===== config.mk =====
export PLATFORM = sky130hd
export DESIGN_NAME = chip_sequencer
export DESIGN_NICKNAME = d
export VERILOG_FILES = /design/src/rtl/chip_pkg.sv /design/src/rtl/chip_sequencer_program_counter.sv /design/src/rtl/chip_sequencer.sv
export SDC_FILE = /design/constraint.sdc
export NUM_CORES = 1
export LEC_CHECK = 0
export CAP_MARGIN = 0
export CELL_PAD_IN_SITES_DETAIL_PLACEMENT = 1
export CELL_PAD_IN_SITES_GLOBAL_PLACEMENT = 2
export CORE_MARGIN = 1.5
export CORE_UTILIZATION = 25
export CTS_BUF_LIST = sky130_fd_sc_hd__clkbuf_4
export CTS_CLUSTER_DIAMETER = 120
export DETAILED_ROUTE_END_ITERATION = 16
export GPL_ROUTABILITY_DRIVEN = 0
export PLACE_DENSITY_LB_ADDON = 0.1
export SYNTH_ARGS = -nofsm -noshare
export SYNTH_HDL_FRONTEND = slang
export SYNTH_SLANG_ARGS = --single-unit
export TNS_END_PERCENT = 100

===== constraint.sdc =====
create_clock -name CLK -period 2 [get_ports CLK]
set_input_delay 0.6 -clock CLK [delete_from_list [all_inputs] [get_ports CLK]]
set_output_delay 0.6 -clock CLK [all_outputs]
set_load 0.01 [all_outputs]

===== src/rtl/chip_pkg.sv =====
// Shared definitions for the CHIP instruction sequencer: state encoding,
// decode constants and opcode field positions.
package chip_pkg;

  typedef enum logic [2:0] {
    ST_IDLE,
    ST_FETCH,
    ST_DECODE,
    ST_WRITE,
    ST_HALT
  } state_t;

  localparam logic [3:0] HALT_CODE       = 4'hF;
  localparam logic [3:0] FIXED_REG_LIMIT = 4'd4;

  localparam int ALU_LSB  = 0;
  localparam int ALU_MSB  = 3;
  localparam int SRC0_LSB = 4;
  localparam int SRC0_MSB = 7;
  localparam int SRC1_LSB = 8;
  localparam int SRC1_MSB = 11;
  localparam int DST_LSB  = 12;
  localparam int DST_MSB  = 15;

endpackage


===== src/rtl/chip_sequencer_program_counter.sv =====
// Wrapping up-counter with synchronous clear and increment enable; used for
// both the program counter and the retired-instruction count.
module program_counter #(
  parameter int WIDTH = 8
) (
  input  logic             i_clk,
  input  logic             i_rst_n,
  input  logic             i_clear,
  input  logic             i_inc,
  output logic [WIDTH-1:0] o_count
);

  logic [WIDTH-1:0] r_count;

  // NOTE: sequential state is assigned with <= so every flop samples pre-edge values.
  always_ff @(posedge i_clk or negedge i_rst_n) begin
    if (!i_rst_n) begin
      r_count <= '0;
    end else if (i_clear) begin
      r_count <= '0;
    end else if (i_inc) begin
      r_count <= r_count + WIDTH'(1);
    end
  end

  assign o_count = r_count;

endmodule


===== src/rtl/chip_sequencer.sv =====
// Fetch/decode/write sequencer for the CHIP datapath: fetches opcodes over a
// req/valid handshake, holds each for a decode and a write phase.
module chip_sequencer
  import chip_pkg::*;
#(
  parameter int PC_WIDTH     = 8,
  parameter int OPCODE_WIDTH = 16
) (
  input  logic                    CLK,
  input  logic                    RST_N,
  input  logic                    START,
  output logic                    IMEM_REQ,
  output logic [PC_WIDTH-1:0]     IMEM_ADDR,
  input  logic                    IMEM_VALID,
  input  logic [OPCODE_WIDTH-1:0] IMEM_DATA,
  output logic [OPCODE_WIDTH-1:0] OPCODE,
  output logic                    R_ENABLE_WRITE,
  output logic                    WRITE_BLOCKED,
  output logic                    BUSY,
  output logic                    HALTED,
  output logic [15:0]             RETIRED
);

  state_t                  r_state;
  state_t                  w_next_state;
  logic [OPCODE_WIDTH-1:0] r_opcode;
  logic [PC_WIDTH-1:0]     w_pc;
  logic [15:0]             w_retired;
  logic                    w_start_ok;
  logic                    w_retire;
  logic                    w_dst_writable;

  assign w_start_ok     = START && ((r_state == ST_IDLE) || (r_state == ST_HALT));
  assign w_retire       = (r_state == ST_WRITE);
  assign w_dst_writable = (r_opcode[DST_MSB:DST_LSB] >= FIXED_REG_LIMIT);

  always_ff @(posedge CLK or negedge RST_N) begin
    if (!RST_N) begin
      r_state <= ST_IDLE;
    end else begin
      r_state <= w_next_state;
    end
  end

  // Capture only while fetching; stray VALIDs elsewhere leave OPCODE untouched.
  always_ff @(posedge CLK or negedge RST_N) begin
    if (!RST_N) begin
      r_opcode <= '0;
    end else if ((r_state == ST_FETCH) && IMEM_VALID) begin
      r_opcode <= IMEM_DATA;
    end
  end

  // NOTE: every comb output gets a default first, so no path can infer a latch.
  always_comb begin
    w_next_state = r_state;
    case (r_state)
      ST_IDLE:   if (START) w_next_state = ST_FETCH;
      ST_FETCH:  if (IMEM_VALID) w_next_state = ST_DECODE;
      ST_DECODE: w_next_state = (r_opcode[ALU_MSB:ALU_LSB] == HALT_CODE) ? ST_HALT : ST_WRITE;
      ST_WRITE:  w_next_state = ST_FETCH;
      ST_HALT:   if (START) w_next_state = ST_FETCH;
      default:   w_next_state = ST_IDLE;
    endcase
  end

  always_comb begin
    IMEM_REQ       = 1'b0;
    R_ENABLE_WRITE = 1'b0;
    WRITE_BLOCKED  = 1'b0;
    BUSY           = 1'b0;
    HALTED         = 1'b0;
    case (r_state)
      ST_FETCH: begin
        IMEM_REQ = 1'b1;
        BUSY     = 1'b1;
      end
      ST_DECODE: BUSY = 1'b1;
      ST_WRITE: begin
        BUSY           = 1'b1;
        R_ENABLE_WRITE = w_dst_writable;
        WRITE_BLOCKED  = !w_dst_writable;
      end
      ST_HALT: HALTED = 1'b1;
      default: ;
    endcase
  end

  program_counter #(.WIDTH(PC_WIDTH)) u_pc (
    .i_clk   (CLK),
    .i_rst_n (RST_N),
    .i_clear (w_start_ok),
    .i_inc   (w_retire),
    .o_count (w_pc)
  );

  program_counter #(.WIDTH(16)) u_retired (
    .i_clk   (CLK),
    .i_rst_n (RST_N),
    .i_clear (w_start_ok),
    .i_inc   (w_retire),
    .o_count (w_retired)
  );

  assign IMEM_ADDR = w_pc;
  assign OPCODE    = r_opcode;
  assign RETIRED   = w_retired;

endmodule


Word-level counts from Yosys, hierarchy flattened
Index checks and enable logic that the tools add are counted.
Operators by class
  mux-type cells: 13
  reduce and logical (&&, ||, !) cells: 9
  eq/ne operators: 7
  add/sub/neg operators: 2
  order comparisons: 1
Operators with widths (count)
  16-bit 2-to-1 mux: 2
  16-bit by 1-bit adder with 16-bit output, second input constant: 1
  8-bit 2-to-1 mux: 2
  3-bit one-hot mux with 4 select lines: 1
  3-bit 2-to-1 mux: 3
  8-bit by 1-bit adder with 8-bit output, second input constant: 1
  3-bit by 2-bit == test with 1-bit output, second input constant: 2
  1-bit 2-to-1 mux: 5
  4-bit == test, second input constant: 1
  4-bit by 3-bit greater-or-equal comparator with 1-bit output, second input constant: 1
  3-bit by 1-bit == test with 1-bit output, second input constant: 1
  3-bit == test, second input constant: 1
  3-bit logical NOT: 1
  3-bit OR reduction: 1
  1-bit logical AND: 2
  2-bit by 1-bit != test with 1-bit output, second input constant: 1
  2-bit != test, second input constant: 1
  2-bit AND reduction: 1
  2-bit nonzero test: 1
  2-bit OR reduction: 1
  1-bit logical NOT: 1
  1-bit logical OR: 1
Storage, ports and cells
  output and inout bits: 45
  logic and storage cells: 36
  flip-flop bits (word level): 43

Depth between registers and ports, before layout
Gate-level depths: netlist of the first run.
  depth in word-level cells: 4
  mapped depth: 6
  gate-level depth less buffers: 5

By module
A second synthesis of the first run with hierarchy kept.
Second synthesis, totals
  cells, all modules: 178
  area total of the unflattened synthesis: 2133.3 um^2
By module, submodules not included
  program_counter at u_retired: cells an instance 82, area each 872.1 um^2, instances 1
  chip_sequencer: cells an instance 59, area each 864.6 um^2, instances 1
  program_counter at u_pc: cells an instance 37, area each 396.6 um^2, instances 1

Worst setup path after synthesis of the first run
No wires, ideal clock.
  kind: reg2reg
  start point: register u_retired.r_count[0], in the netlist u_retired.o_count[0]
  end point: register u_retired.r_count[12], in the netlist u_retired.o_count[12]
  buffers on the path: 0
  arrival: 1.596 ns
  required time: 1.923 ns
  period minus slack after synthesis: 1.673 ns
  stages on the path, launching flop included: 6
  path slack: 0.327 ns
  setup time: 0.077 ns
  path through: dfrtp_1 -> ha_1 -> nand3_1 -> or2_1 -> or4_1 -> a21oi_1
Between the ends
  word-level cells in the longest chain between the ends: 3
Ends and longest elaborated chain
  start, declared: RTL line chip_sequencer_program_counter.sv:13  | logic [WIDTH-1:0] r_count;
  start signal, assigned: RTL line chip_sequencer_program_counter.sv:22  | r_count <= r_count + WIDTH'(1);
  16-bit by 1-bit adder with 16-bit output: RTL line chip_sequencer_program_counter.sv:22
  16-bit 2-to-1 mux: RTL line chip_sequencer_program_counter.sv:21  | end else if (i_inc) begin
  16-bit 2-to-1 mux: RTL line chip_sequencer_program_counter.sv:19  | end else if (i_clear) begin
Every way passes these cells. The select of a mux whose other input is x is not followed.
A chain may end at the register's enable or synchronous reset.

Final worst setup path of the first run
  start point: register r_state[2]
  end point: output port WRITE_BLOCKED
Between the ends
  word-level cells in the longest chain between the ends: 2
Ends and longest elaborated chain
  start, declared: RTL line chip_sequencer.sv:24  | state_t r_state;
  start signal, assigned: RTL line chip_sequencer.sv:41  | r_state <= w_next_state;
  3-bit by 2-bit == test with 1-bit output: RTL line chip_sequencer.sv:73  | case (r_state)
  1-bit 2-to-1 mux: RTL line chip_sequencer.sv:73
  end, declared: RTL line chip_sequencer.sv:18  | output logic WRITE_BLOCKED,
Every way passes these cells.

==> flow_summary_export.csv, run 1 <==
group,metric,value,unit
global_route,grt_first_pass_wirelength,9210,um
global_route,via_count_of_the_first_global_routing_pass,1807,
timing,setup_viol,0,
floorplan,floorplan.initialDensity,25.9,%
power,clockPowerShare,12.1,%
timing,worst_slew_pin_slew,0.456,ns
worst_setup_path,r2r_start,"r_state[2]",
run,max_cap_viols,0,
power,seqPwrFrac,38.8,%
logic_synthesis,synth_flop_cell,"dfrtp_1",
detailed_routing,route.met2.wl,2780,um
clock_tree,cts_tree,"done",
cells_and_area,regArea,1090,sq um
logic_synthesis,yosys.area_share.simple,21.7,%
worst_setup_path,worst_r2r_endpoint,"u_retired.o_count[12]",
detailed_routing,antenna_left,0,
timing,timing.clock.skew,0.0108,ns
power,p_per_area,1140,nW/um^2
worst_setup_path,worst-setup-path-type,"flip-flop to output port",
clock_tree,cts-buffers-inserted,5,
cells_and_area,fin_cells,376,
place,placed_area,2850,sq um
cells_and_area,nets_final,295,
clock_tree,htree_levels,2,
logic_synthesis,synth-edff-count,0,
logic_synthesis,synth_compound_gate_area_share,6.56,%
hold_path,timing.hold.worst.class,"input pin to async pin",
logic_synthesis,syn-cell-area,2000,sq um
power,power_switching,0.00123,W
logic_synthesis,synthDominantCellAreaShare,53.7,%
clock_tree,clock_sinks,43,
cells_and_area,multiInputGateArea,903,sq um
detailed_routing,detail_route.vias_per_cell,4.58,
place,hpwlAfterDp,4010,um
logic_synthesis,synthesis.nets,197,
timing,drv_slew,0,
cells_and_area,drive_gt1_share,23.4,%
logic_synthesis,synth_top_cell_by_area,"dfrtp_1",
worst_setup_path,r2r_slack,0.15,ns
clock_tree,worst_skew_pair_later_pin_latency,0.34,ns
detailed_routing,topRoutingLayerUsed,"met4",
worst_setup_path,crit_path_end_kind,"output port",
detailed_routing,wl_met1,2270,um
logic_synthesis,synth_top_family_by_area,"simple AND/OR/NAND/NOR gates",
power,sw_frac_of_total,35.2,%
detailed_routing,per_cell_routed_wire_length,14.4,um
detailed_routing,drt_pass1_iterations,4,
outcome,result_of_the_run,"finished clean",
place,placed_cells_incl_taps,352,
power,pwr-share-comb,49.0,%
cells_and_area,area_growth_syn_to_layout,52.4,%
logic_synthesis,leading_cell_types_by_total_area_after_synthesis,"dfrtp_1, mux2_1, nor2_1",
power,peakVddDrop,0.432,mV
power,p_int,0.00226,W
cells_and_area,fill_cells,884,
logic_synthesis,seq_area_frac_synth,53.7,%
floorplan,die_h,92.5,um
logic_synthesis,yosys.area_share.xor_xnor,4.81,%
clock_tree,cts.reportedPaths.clkPinSlew,0.13,ns
timing,layout_min_cycle_time,1.95,ns
detailed_routing,route.vias.total,1723,
worst_setup_path,cp_max_fo,3,
place,place.port_buffers,64,
cells_and_area,post-route-cell-area,3050,sq um
floorplan,design.portCount,65,
worst_setup_path,worstRegToRegCells,6,
power,p_leak,1.31,nW
logic_synthesis,portion_of_netlist_area_occupied_by_mux_cells,10.1,%
global_route,grt_max_degree,20,
timing,fmax,513,MHz
timing,finalCritPeriodShare,97.5,%
logic_synthesis,synth.lib_cells_used.distinct,43,
timing,max_slew_margin,69.6,%
logic_synthesis,synth_adder_area_share,1.25,%
clock_tree,cts-root-to-sink-buffers,2,
logic_synthesis,postSynth.asyncResetShare,100,%
clock_tree,cell_at_the_root_of_the_clock_tree,"clkbuf_4",
floorplan,fp.dieArea,8560,sq um
floorplan,fp.coreArea,7730,sq um
logic_synthesis,synth_area_per_inst,11.4,sq um
logic_synthesis,synthesis.yosys.warnings,0,
global_route,initial_antenna_violation_count,0,
detailed_routing,detailroute.wirelength.met3,341,um
worst_setup_path,crit_required,1.40,ns
global_route,globalRouteTotalUtil,13.7,%
detailed_routing,drt_first_iter_violations,61,
floorplan,std_cell_rows,32,
detailed_routing,drc_errors,0,
timing,report.final.hold_viol_count,0,
logic_synthesis,post_synth_inst_count,175,
logic_synthesis,synth-seq-cells,43,
floorplan,die-width,92.5,um
worst_setup_path,crit_start_category,"flip-flop",
timing,setup_repair_after_global_routing_missed_its_margin,"yes",
cells_and_area,antenna_cells_inserted,0,
worst_setup_path,cp.arrival,1.35,ns
global_route,overflow,0,
detailed_routing,route.final.wire_length,5420,um
[cell usage after synthesis, drive strengths merged (4+ instances only)]
master and instances:
nand3 6, nor2 20, mux2 17, buf 4, xor2 8, a21oi 7, nand2 12, o21ai 7
or3 4, dfrtp 43, nand4 8
[metrics by stage]
stage	setup TNS (ns)	total power, W	setup WS, ns	hold slack (ns)	utilization (%)
finish	0	0.00349	0.0504	0.180	39.5
detailed placement	0	0.00294	0.0577	0.479	36.9
global route	-0.0696	0.00377	-0.0481	0.173	39.5
global placement	0	0.00293	0.0741	0.467	36.9
CTS	-0.00615	0.00343	-0.00615	0.177	38.0
floorplan	0	0.00204	0.327	0.304	-
[worst max-delay path, stage by stage (launching register included)]
cell and delay, ns:
dfrtp_1 0.42, buf_6 0.13, nand3b_4 0.17, nor3_2 0.13, buf_2 0.16
[placed cells by master, fill, tap and decap left out, drive strengths merged]
| cell | count |
|---|---|
| dfrtp | 43 |
| o31ai | 3 |
| xnor2 | 3 |
| or4 | 3 |
| inv | 1 |
| or2 | 2 |
| nand3 | 6 |
| and3b | 1 |
| and4 | 3 |
| nor3 | 3 |
| nor3b | 2 |
| o21a | 1 |
| nand2 | 12 |
| a31oi | 1 |
| dlygate4sd2 | 2 |
| nand3b | 1 |
| ha | 2 |
| clkdlybuf4s50 | 57 |
| clkinv | 2 |
| nand2b | 2 |
| nand4 | 8 |
| mux2 | 17 |
| a22oi | 1 |
| and2 | 1 |
| o21ai | 7 |
| nand4b | 1 |
| clkbuf | 6 |
| mux2i | 1 |
| a21oi | 7 |
| or3b | 2 |
| xor2 | 8 |
| a22o | 2 |
| nor2 | 20 |
| dlymetal6s2s | 1 |
| buf | 36 |
| or3 | 4 |
| and3 | 2 |
[layer usage]
layer	global-route usage (%)	vias up
li1	-	821
met1	16.7	858
met2	23.3	40
met3	4.60	4
met4	3.08	0
met5	0	-
[registers in the layout, indices dropped and copies added (netlist names)]
signal / cells
OPCODE: 16
r_state: 3
u_pc.o_count: 8
u_retired.o_count: 16
[power groups by stage]
stage / Clock (W) / Sequential [W] / Combinational, W
after CTS: 0.000460 / 0.00137 / 0.00160
after detailed placement: 0 / 0.00140 / 0.00153
after global routing: 0.000493 / 0.00140 / 0.00187
after global placement: 0 / 0.00139 / 0.00153
after floorplan: 0 / 0.00146 / 0.000580
final: 0.000424 / 0.00135 / 0.00171
[cell type report]
cell class / instances / share of cell area, %
well taps: 102 / 4.18
clock buffers: 6 / 1.48
clock inverters: 2 / 0.246
inverters: 1 / 0.123
flip-flops and latches: 43 / 35.6
repair buffers: 96 / 28.8
multi-input cells: 126 / 29.6
[logic make-up after synthesis]
family / Yosys count
buf+inv: 6
mux: 18
simple gates: 73
compound gates: 22
flops: 43
fa+ha+maj: 2
xor+xnor: 11
[how the worst max path moves through the flow]
stage                            endpoint  slack [ns]                  from  cells after the start
global route                WRITE_BLOCKED       -0.05            r_state[0]                      5
floorplan           u_retired.o_count[12]        0.33  u_retired.o_count[0]                      5
finish                      WRITE_BLOCKED        0.05            r_state[2]                      4
CTS                         WRITE_BLOCKED      -0.006            r_state[0]                      5
global placement     u_retired.o_count[1]        0.07                 START                      4
detailed placement   u_retired.o_count[1]        0.06                 START                      4
[timing repair]
action / 4_1_cts / 5_1_grt
endpoints found under the setup margin: 9 / 15
pin swaps: 0 / 2
cloned: 0 / 0
gates resized for setup: 20 / 14
setup buffers: 6 / 10
hold buffers: 0 / 0
Power figures use the tool's default switching activity.
==> run 2, diff against run 1 <==
--- a/config.mk
+++ b/config.mk
@@ -13,7 +13,6 @@
 export CTS_BUF_LIST = sky130_fd_sc_hd__clkbuf_4
 export CTS_CLUSTER_DIAMETER = 120
 export DETAILED_ROUTE_END_ITERATION = 16
-export GPL_ROUTABILITY_DRIVEN = 0
 export PLACE_DENSITY_LB_ADDON = 0.1
 export SYNTH_ARGS = -nofsm -noshare
 export SYNTH_HDL_FRONTEND = slang
==> results of run 2 <==
The final DEF is identical to that of run 1; final timing and power are the same.
